===== config.mk =====
export PLATFORM = sky130hd
export DESIGN_NAME = pc_fetch_unit
export DESIGN_NICKNAME = d
export VERILOG_FILES = /design/src/rtl/pc_fetch_unit.sv
export SDC_FILE = /design/constraint.sdc
export NUM_CORES = 1
export LEC_CHECK = 0
export ABC_AREA = 1
export BUFFER_PORTS_ARGS = -buffer_cell sky130_fd_sc_hd__buf_2
export CORE_MARGIN = 2
export CORE_UTILIZATION = 54
export DETAILED_ROUTE_END_ITERATION = 7
export GPL_ROUTABILITY_DRIVEN = 0
export PLACE_DENSITY = 0.9
export SYNTH_ARGS = -nofsm -noshare
export SYNTH_HDL_FRONTEND = slang
export SYNTH_SLANG_ARGS = --single-unit

===== constraint.sdc =====
create_clock -name clk_i -period 4.4 [get_ports clk_i]
set_input_delay 0.22 -clock clk_i [delete_from_list [all_inputs] [get_ports clk_i]]
set_output_delay 0.22 -clock clk_i [all_outputs]
set_load 0.005 [all_outputs]

===== src/rtl/pc_fetch_unit.sv =====
// Instruction-fetch stage: owns the PC, drives instruction memory and loads the
// IF/ID pipeline register, honouring stall, flush and redirects deferred across a stall.
module pc_fetch_unit #(
    parameter int                    DATA_WIDTH = 32,
    parameter logic [DATA_WIDTH-1:0] RESET_PC   = 32'h0000_0000,
    parameter int                    PC_STEP    = 4
) (
    input  logic                  clk_i,
    input  logic                  rst_i,
    input  logic                  stall_i,
    input  logic                  flush_i,
    input  logic                  branch_taken_i,
    input  logic [DATA_WIDTH-1:0] branch_target_i,
    input  logic                  jump_i,
    input  logic [DATA_WIDTH-1:0] jump_target_i,
    output logic [DATA_WIDTH-1:0] imem_addr_o,
    input  logic [DATA_WIDTH-1:0] imem_data_i,
    output logic [DATA_WIDTH-1:0] pc_plus_step_o,
    output logic [DATA_WIDTH-1:0] if_id_pc_o,
    output logic [DATA_WIDTH-1:0] if_id_pc_step_o,
    output logic [DATA_WIDTH-1:0] if_id_instr_o,
    output logic                  if_id_valid_o,
    output logic                  redirect_pending_o
);

    localparam logic [DATA_WIDTH-1:0] STEP_C = DATA_WIDTH'(PC_STEP);
    localparam logic [DATA_WIDTH-1:0] ZERO_C = {DATA_WIDTH{1'b0}};

    typedef enum logic [0:0] {
        ST_RUN  = 1'b0,
        ST_HOLD = 1'b1
    } state_e;

    state_e                state_q, state_d;
    logic [DATA_WIDTH-1:0] pc_q, pc_d;
    logic [DATA_WIDTH-1:0] pend_q, pend_d;
    logic [DATA_WIDTH-1:0] ifid_pc_q, ifid_pc_d;
    logic [DATA_WIDTH-1:0] ifid_step_q, ifid_step_d;
    logic [DATA_WIDTH-1:0] ifid_instr_q, ifid_instr_d;
    logic                  ifid_valid_q, ifid_valid_d;

    logic                  redirect_s;
    logic [DATA_WIDTH-1:0] target_s;
    logic [DATA_WIDTH-1:0] pc_next_seq_s;
    logic                  ifid_load_s;
    logic                  ifid_bubble_s;

    // Redirect source selection; a taken branch outranks a jump in the same cycle
    always_comb begin
        redirect_s    = branch_taken_i | jump_i;
        pc_next_seq_s = pc_q + STEP_C;
        if (branch_taken_i) begin
            target_s = branch_target_i;
        end else begin
            target_s = jump_target_i;
        end
    end

    // Next-state logic for PC, deferred target and IF/ID control
    always_comb begin
        state_d       = state_q;
        pc_d          = pc_q;
        pend_d        = pend_q;
        ifid_load_s   = 1'b0;
        ifid_bubble_s = 1'b0;
        case (state_q)
            ST_RUN: begin
                if (!stall_i) begin
                    if (redirect_s) begin
                        pc_d          = target_s;
                        ifid_bubble_s = 1'b1;
                    end else begin
                        pc_d = pc_next_seq_s;
                        if (flush_i) begin
                            ifid_bubble_s = 1'b1;
                        end else begin
                            ifid_load_s = 1'b1;
                        end
                    end
                end else begin
                    if (redirect_s) begin
                        pend_d  = target_s;
                        state_d = ST_HOLD;
                    end else begin
                        state_d = ST_RUN;
                    end
                    ifid_bubble_s = flush_i;
                end
            end
            ST_HOLD: begin
                // Only the first latched target survives; later redirects are dropped
                if (stall_i) begin
                    ifid_bubble_s = flush_i;
                end else begin
                    pc_d          = pend_q;
                    ifid_bubble_s = 1'b1;
                    state_d       = ST_RUN;
                end
            end
            default: begin
                state_d       = ST_RUN;
                ifid_bubble_s = 1'b1;
            end
        endcase
    end

    // IF/ID register next values: bubble, fresh fetch, or hold
    always_comb begin
        ifid_pc_d    = ifid_pc_q;
        ifid_step_d  = ifid_step_q;
        ifid_instr_d = ifid_instr_q;
        ifid_valid_d = ifid_valid_q;
        if (ifid_bubble_s) begin
            ifid_pc_d    = ZERO_C;
            ifid_step_d  = ZERO_C;
            ifid_instr_d = ZERO_C;
            ifid_valid_d = 1'b0;
        end else if (ifid_load_s) begin
            ifid_pc_d    = pc_q;
            ifid_step_d  = pc_next_seq_s;
            ifid_instr_d = imem_data_i;
            ifid_valid_d = 1'b1;
        end else begin
            ifid_valid_d = ifid_valid_q;
        end
    end

    // State registers with synchronous reset
    always_ff @(posedge clk_i) begin
        if (rst_i) begin
            state_q      <= ST_RUN;
            pc_q         <= RESET_PC;
            pend_q       <= ZERO_C;
            ifid_pc_q    <= ZERO_C;
            ifid_step_q  <= ZERO_C;
            ifid_instr_q <= ZERO_C;
            ifid_valid_q <= 1'b0;
        end else begin
            state_q      <= state_d;
            pc_q         <= pc_d;
            pend_q       <= pend_d;
            ifid_pc_q    <= ifid_pc_d;
            ifid_step_q  <= ifid_step_d;
            ifid_instr_q <= ifid_instr_d;
            ifid_valid_q <= ifid_valid_d;
        end
    end

    assign imem_addr_o        = pc_q;
    assign pc_plus_step_o     = pc_next_seq_s;
    assign if_id_pc_o         = ifid_pc_q;
    assign if_id_pc_step_o    = ifid_step_q;
    assign if_id_instr_o      = ifid_instr_q;
    assign if_id_valid_o      = ifid_valid_q;
    assign redirect_pending_o = (state_q == ST_HOLD);

endmodule


* After elaboration in Yosys (flattened, before gate mapping)
Index checks and enable logic that the tools add are counted.
** Word-level totals
- Bits in registers :: 162
- Input port bits :: 102
- Output and inout bits :: 162
- Logic and storage cells :: 33
** Cells by class
- Add/sub/neg operators :: 1
- Eq/ne operators :: 2
- Mux-type cells :: 18
- Bitwise operators :: 2
- Reduce and logical (&&, ||, !) cells :: 3
** Operator list (count)
- 32-bit 2-to-1 mux :: 4
- 32-bit case mux with 2 select lines :: 1
- 32-bit by 3-bit adder with 32-bit output (second input constant) :: 1
- 1-bit 2-to-1 mux :: 11
- 2-bit inequality test (second input constant) :: 2
- 1-bit case mux with 2 select lines :: 2
- 3-bit AND reduction :: 1
- 2-bit AND reduction :: 1
- 2-bit OR reduction :: 1
- 1-bit NOT :: 1
- 1-bit OR :: 1

* Depth between registers and ports, before layout
- Depth after elaboration :: 5
- Gate-level depth with buffers :: 12
- Gate-level depth less buffers :: 12

* Worst setup path before layout
OpenSTA, ideal clock, no wires.
- Path kind :: flip-flop to flip-flop
- Start :: register pc_q[3] (netlist: imem_addr_o[3])
- End :: register ifid_step_q[22] (netlist: if_id_pc_step_o[22])
- Library setup time :: 0.115 ns
- Arrival :: 1.468 ns
- Data required time :: 4.285 ns
- Setup slack :: 2.816 ns
- Cell stages (with the launch flop) :: 11
- Path buffers :: 0
- Clock period less this slack :: 1.584 ns
- Path through :: dfxtp_1 > ha_1 > nand2_1 > nor2_4 > nand2_2 > nor2_4 > nand2_1 > nand2_1 > nand2_1 > o21ai_0 > inv_1
** Between the ends
- Word-level cells in the longest chain between the ends :: 1
** RTL lines
- start, declared :: RTL line 35 : logic [DATA_WIDTH-1:0] pc_q, pc_d;
- start signal, assigned :: RTL line 140 : pc_q <= pc_d;
- 32-bit by 3-bit adder with 32-bit output :: RTL line 51 : pc_next_seq_s = pc_q + STEP_C;
- named net pc_plus_step_o[22] :: RTL line 18 : output logic [DATA_WIDTH-1:0] pc_plus_step_o,
- end signal, assigned :: RTL line 143 : ifid_step_q <= ifid_step_d;
- end, declared :: RTL line 38 : logic [DATA_WIDTH-1:0] ifid_step_q, ifid_step_d;
The timed path passes the listed nets, and every way through them passes these cells.
A chain may end at the register's enable or synchronous reset.

* Worst setup path after layout
- Start :: register state_q (netlist: redirect_pending_o)
- End :: register ifid_step_q[20] (netlist: if_id_pc_step_o[20])
** Between the ends
- Word-level cells in the longest chain between the ends :: 3
- Elaborated cells on any way between the ends :: 4
- Those cells by class :: mux (2); bitwise (1); reduce/logical (1)
** RTL lines
- start, declared :: RTL line 34 : state_e state_q, state_d;
- start signal, assigned :: RTL line 139 : state_q <= state_d;
- 1-bit NOT
- 1-bit case mux with 2 select lines :: RTL line 66 : case (state_q)
- 2-bit OR reduction (no source line)
Parallel ways exist; a longest one is shown, timed or not.

==> results by group <==
Finish
  • Post-Layout Inst Area: just over 9000 sq um
  • Share of post-route cells with drive strength above 1: 0.273
  • # nets final: about 1300
  • Ant diodes: 0
  • # fillers: between 1000 and 1500
  • Layout Area Growth over Synthesis: 24.1%

Route
  • Post-route ant nets: 0
  • DR vias: 7662
  • Starting DRC count in detailed routing: just under 700
  • Drt wl/cell: roughly 16 um
  • Drt first pass iters: 6
  • Post-route DRC: 0
  • Vias per cell: between 5 and 6
  • Drt total wl: about 23000 um

Pwr
  • Switching share of power: 0.262
  • Int Pwr: 0.00241 W
  • Comb power frac: 0.117
  • Cell area power density: between 300 and 400 nW/um^2
  • Design Power: about 0.0033 W
  • Peak supply drop: roughly 0.29 mV
  • Psw: about 0.00085 W
  • Clock power frac: 0.403
  • Sequential Power Share: 0.480
  • Static Leakage: ~4.3 nW

GRT
  • First-pass GRT wire length: 34900 um
  • Largest net degree at the start of global routing: just over 100
  • Grt total ovfl: 0
  • Initial antenna violation count: 1
  • GRT Util Overall: 0.306
  • Vias in the first global route: between 6000 and 7000

Die
  • DIE HEIGHT: 121 um
  • Core Area: between 10000 and 15000 sq um
  • Initial core utilization: 0.554
  • Num rows: 42
  • Die Span X: 121 um
  • Ports: 264
  • Area of the die: roughly 15000 sq um

Worst setup path
  • Worst flop-to-flop path endpoint: if_id_pc_step_o[20]
  • Worst Setup SP: redirect_pending_o
  • Crit-path max FO: a little under 70
  • R2R Path Start: redirect_pending_o
  • CP endpoint kind: register
  • Worst-case reg-to-reg path depth: 10
  • Reg2reg setup slack: about 1.4 ns
  • Crit path to: if_id_pc_step_o[20]
  • WP data arrival: between 3 and 4 ns
  • Critical path required time: 4.72 ns
  • Startpoint types: register
  • Setup CP Type: register to register

Yosys
  • Post-synth top area cell: dfxtp_1
  • Post-synth EDFFs: 0
  • Yosys top cell area share: 0.435
  • Synthesized flop and latch total: 160
  • Asr flop ratio synth: 0
  • Most numerous cell in the Yosys netlist: nand2_1
  • Sequential fraction of the synthesis area: 0.435
  • Cell count after synthesis: 1019
  • Mux share of post-synthesis cell area: 0.0269
  • Compound-Gate Fraction of Synth Area: 0.206
  • Synth warn: 0
  • Adder-cell share of the synthesized area: 0.00170
  • Synthesized-area fraction occupied by and/or/nand/nor cells: 0.216
  • Syn Area/Cell: 7.22 sq um
  • Top_reg_cell synth: dfxtp_1
  • Post-Syn Area: about 7400 sq um
  • Main area contributors after synthesis: dfxtp_1, nand2_1, a21oi_1
  • XOR/XNOR Fraction of Synth Area: 0.0194
  • Top cells by count, synth: nand2_1, dfxtp_1, a21oi_1
  • Synth Net Count: between 1000 and 1500
  • Main combinational cell family by area after synthesis: simple AND/OR/NAND/NOR gates
  • Library cells used by synthesis: 33

Timing
  • Fin. max-slew vios: 0
  • Setup repair after global routing missed its margin: false
  • Setup_tns: 0 ns
  • Setup violators final: 0
  • Tmin final: 2.99 ns
  • Worst-margin pin slew: 0.984 ns
  • Part of the cycle the worst path needs: 0.679
  • Rel. slew slack: 0.341
  • Worst clock skew: just over 0.006 ns
  • Fmax: ~330 MHz
  • Final hold vios: 0

Clock network
  • Root buffer selected by CTS: clkbuf_16
  • Longest Clk Path Bufs: 2
  • Post-cts hold buffer count: 0
  • CTS tree: built
  • CTS Buf Count: 17
  • Cts repair resizes: 0
  • Post-CTS setup buffers: 0
  • Worst-skew pair later-pin latency: ~0.42 ns
  • Clock-pin slew on the worst setup and hold paths: 0.06 ns
  • CTS Sinks: 160
  • H-Tree Depth: 4

Flow run
  • Max_cap viols: 0

Outcome
  • Status: finished, final reports clean

Worst hold path
  • Worst min-delay path class: input port to register
  • Hold path depth: 3

Placement
  • Detailed Place HPWL: 16700 um
  • Port bufs: 263
  • Cell Area, Placed: approximately 8600 sq um
[worst min-delay path by stage]
stage	from	to	slack (ns)
global placement	pend_q[16]	pend_q[16]	0.44
detailed placement	pend_q[28]	pend_q[28]	0.44
finish	imem_data_i[0]	if_id_instr_o[0]	0.05
floorplan	imem_data_i[19]	if_id_instr_o[19]	0.37
CTS	imem_data_i[0]	if_id_instr_o[0]	0.04
global route	imem_data_i[3]	if_id_instr_o[3]	0.05
[cell usage in the layout (no fill, tap or decap)]
master | Yosys | routed
o21a_1 | 1 | 1
a31oi_1 | 3 | 3
inv_2 | 5 | 5
o211ai_1 | 5 | 5
nand2_4 | 2 | 2
nor3_4 | 1 | 1
mux2_2 | 14 | 14
a21oi_1 | 143 | 143
inv_1 | 96 | 96
clkbuf_16 | 0 | 17
buf_2 | 29 | 263
nor2_1 | 68 | 68
nor2_2 | 5 | 5
ha_1 | 1 | 1
nand3_1 | 27 | 27
buf_4 | 5 | 5
clkinv_2 | 1 | 7
dfxtp_1 | 160 | 160
nor2_4 | 9 | 9
clkbuf_1 | 21 | 1
nand4_1 | 1 | 1
xor2_2 | 5 | 5
o21ai_0 | 94 | 94
xor2_1 | 7 | 7
nand2_1 | 258 | 258
nand2_2 | 3 | 3
o21ai_1 | 15 | 15
clkinvlp_4 | 0 | 1
or2_2 | 2 | 2
and2_1 | 3 | 3
a211oi_1 | 24 | 24
clkbuf_8 | 0 | 4
a22oi_1 | 1 | 1
mux2i_1 | 4 | 4
[per-layer routing]
metal / track usage / routed length [um] / vias to the layer above / part of all wire
met3: 0.0717 / 2130 / 63 / 0.094
met1: 0.382 / 9250 / 3422 / 0.41
met5: 0 / 13 / - / 0.00057
li1: - / - / 3756 / -
met2: 0.505 / 10500 / 419 / 0.46
met4: 0.132 / 756 / 2 / 0.033
[metrics by stage]
stage	worst slack [ns]	hold WS [ns]	cells	utilization
2_1_floorplan	2.82	0.366	1019	-
3_3_place_gp	1.65	0.435	1402	0.648
3_5_place_dp	1.51	0.443	1402	0.648
4_1_cts	1.47	0.0376	1431	0.687
5_1_grt	1.19	0.0460	1431	0.687
6_report	1.41	0.0496	1431	0.687
[cell families (layout without fill, tap and decap cells)]
group / count (synthesis) / count (layout)
flops: 160 / 160
mux: 18 / 18
buf+inv: 163 / 399
compound gates: 286 / 286
simple gates: 379 / 379
fa+ha+maj: 1 / 1
xor+xnor: 12 / 12
[power groups by stage]
| stage | clock [W] | sequential, W | combinational, W |
|---|---|---|---|
| after global routing | 0.00138 | 0.00157 | 0.000423 |
| after global placement | 0 | 0.00159 | 0.000368 |
| final | 0.00132 | 0.00157 | 0.000383 |
| after CTS | 0.00132 | 0.00156 | 0.000379 |
| after floorplan | 0 | 0.00157 | 0.000224 |
| after detailed placement | 0 | 0.00159 | 0.000376 |
[critical path, stage by stage, from the launching register on]
cell     delay, ns
dfxtp_1       0.86
inv_2         0.34
nand2_4       0.22
inv_2         0.18
nor2_2        0.25
nor2_4        0.06
nand2_4       0.07
buf_4         0.58
a21oi_1       0.11
o21ai_1       0.11
inv_1         0.05
[registers in the layout, summed over array words and instances, names as in the netlist]
name                count
if_id_instr_o          32
if_id_pc_o             32
imem_addr_o            32
pend_q                 32
if_id_pc_step_o        30
if_id_valid_o           1
redirect_pending_o      1
[layout make-up]
type | count | area (sq um) | area share
Inverter | 102 | 384 | 0.0420
Clock inverter | 7 | 37.5 | 0.00411
Multi-Input combinational cell | 696 | 3450 | 0.378
Timing Repair Buffer | 268 | 1350 | 0.148
Clock buffer | 22 | 484 | 0.0530
Sequential cell | 160 | 3200 | 0.351
Tap cell | 176 | 220 | 0.0241
No activity file was read; power rests on OpenSTA's default activity.
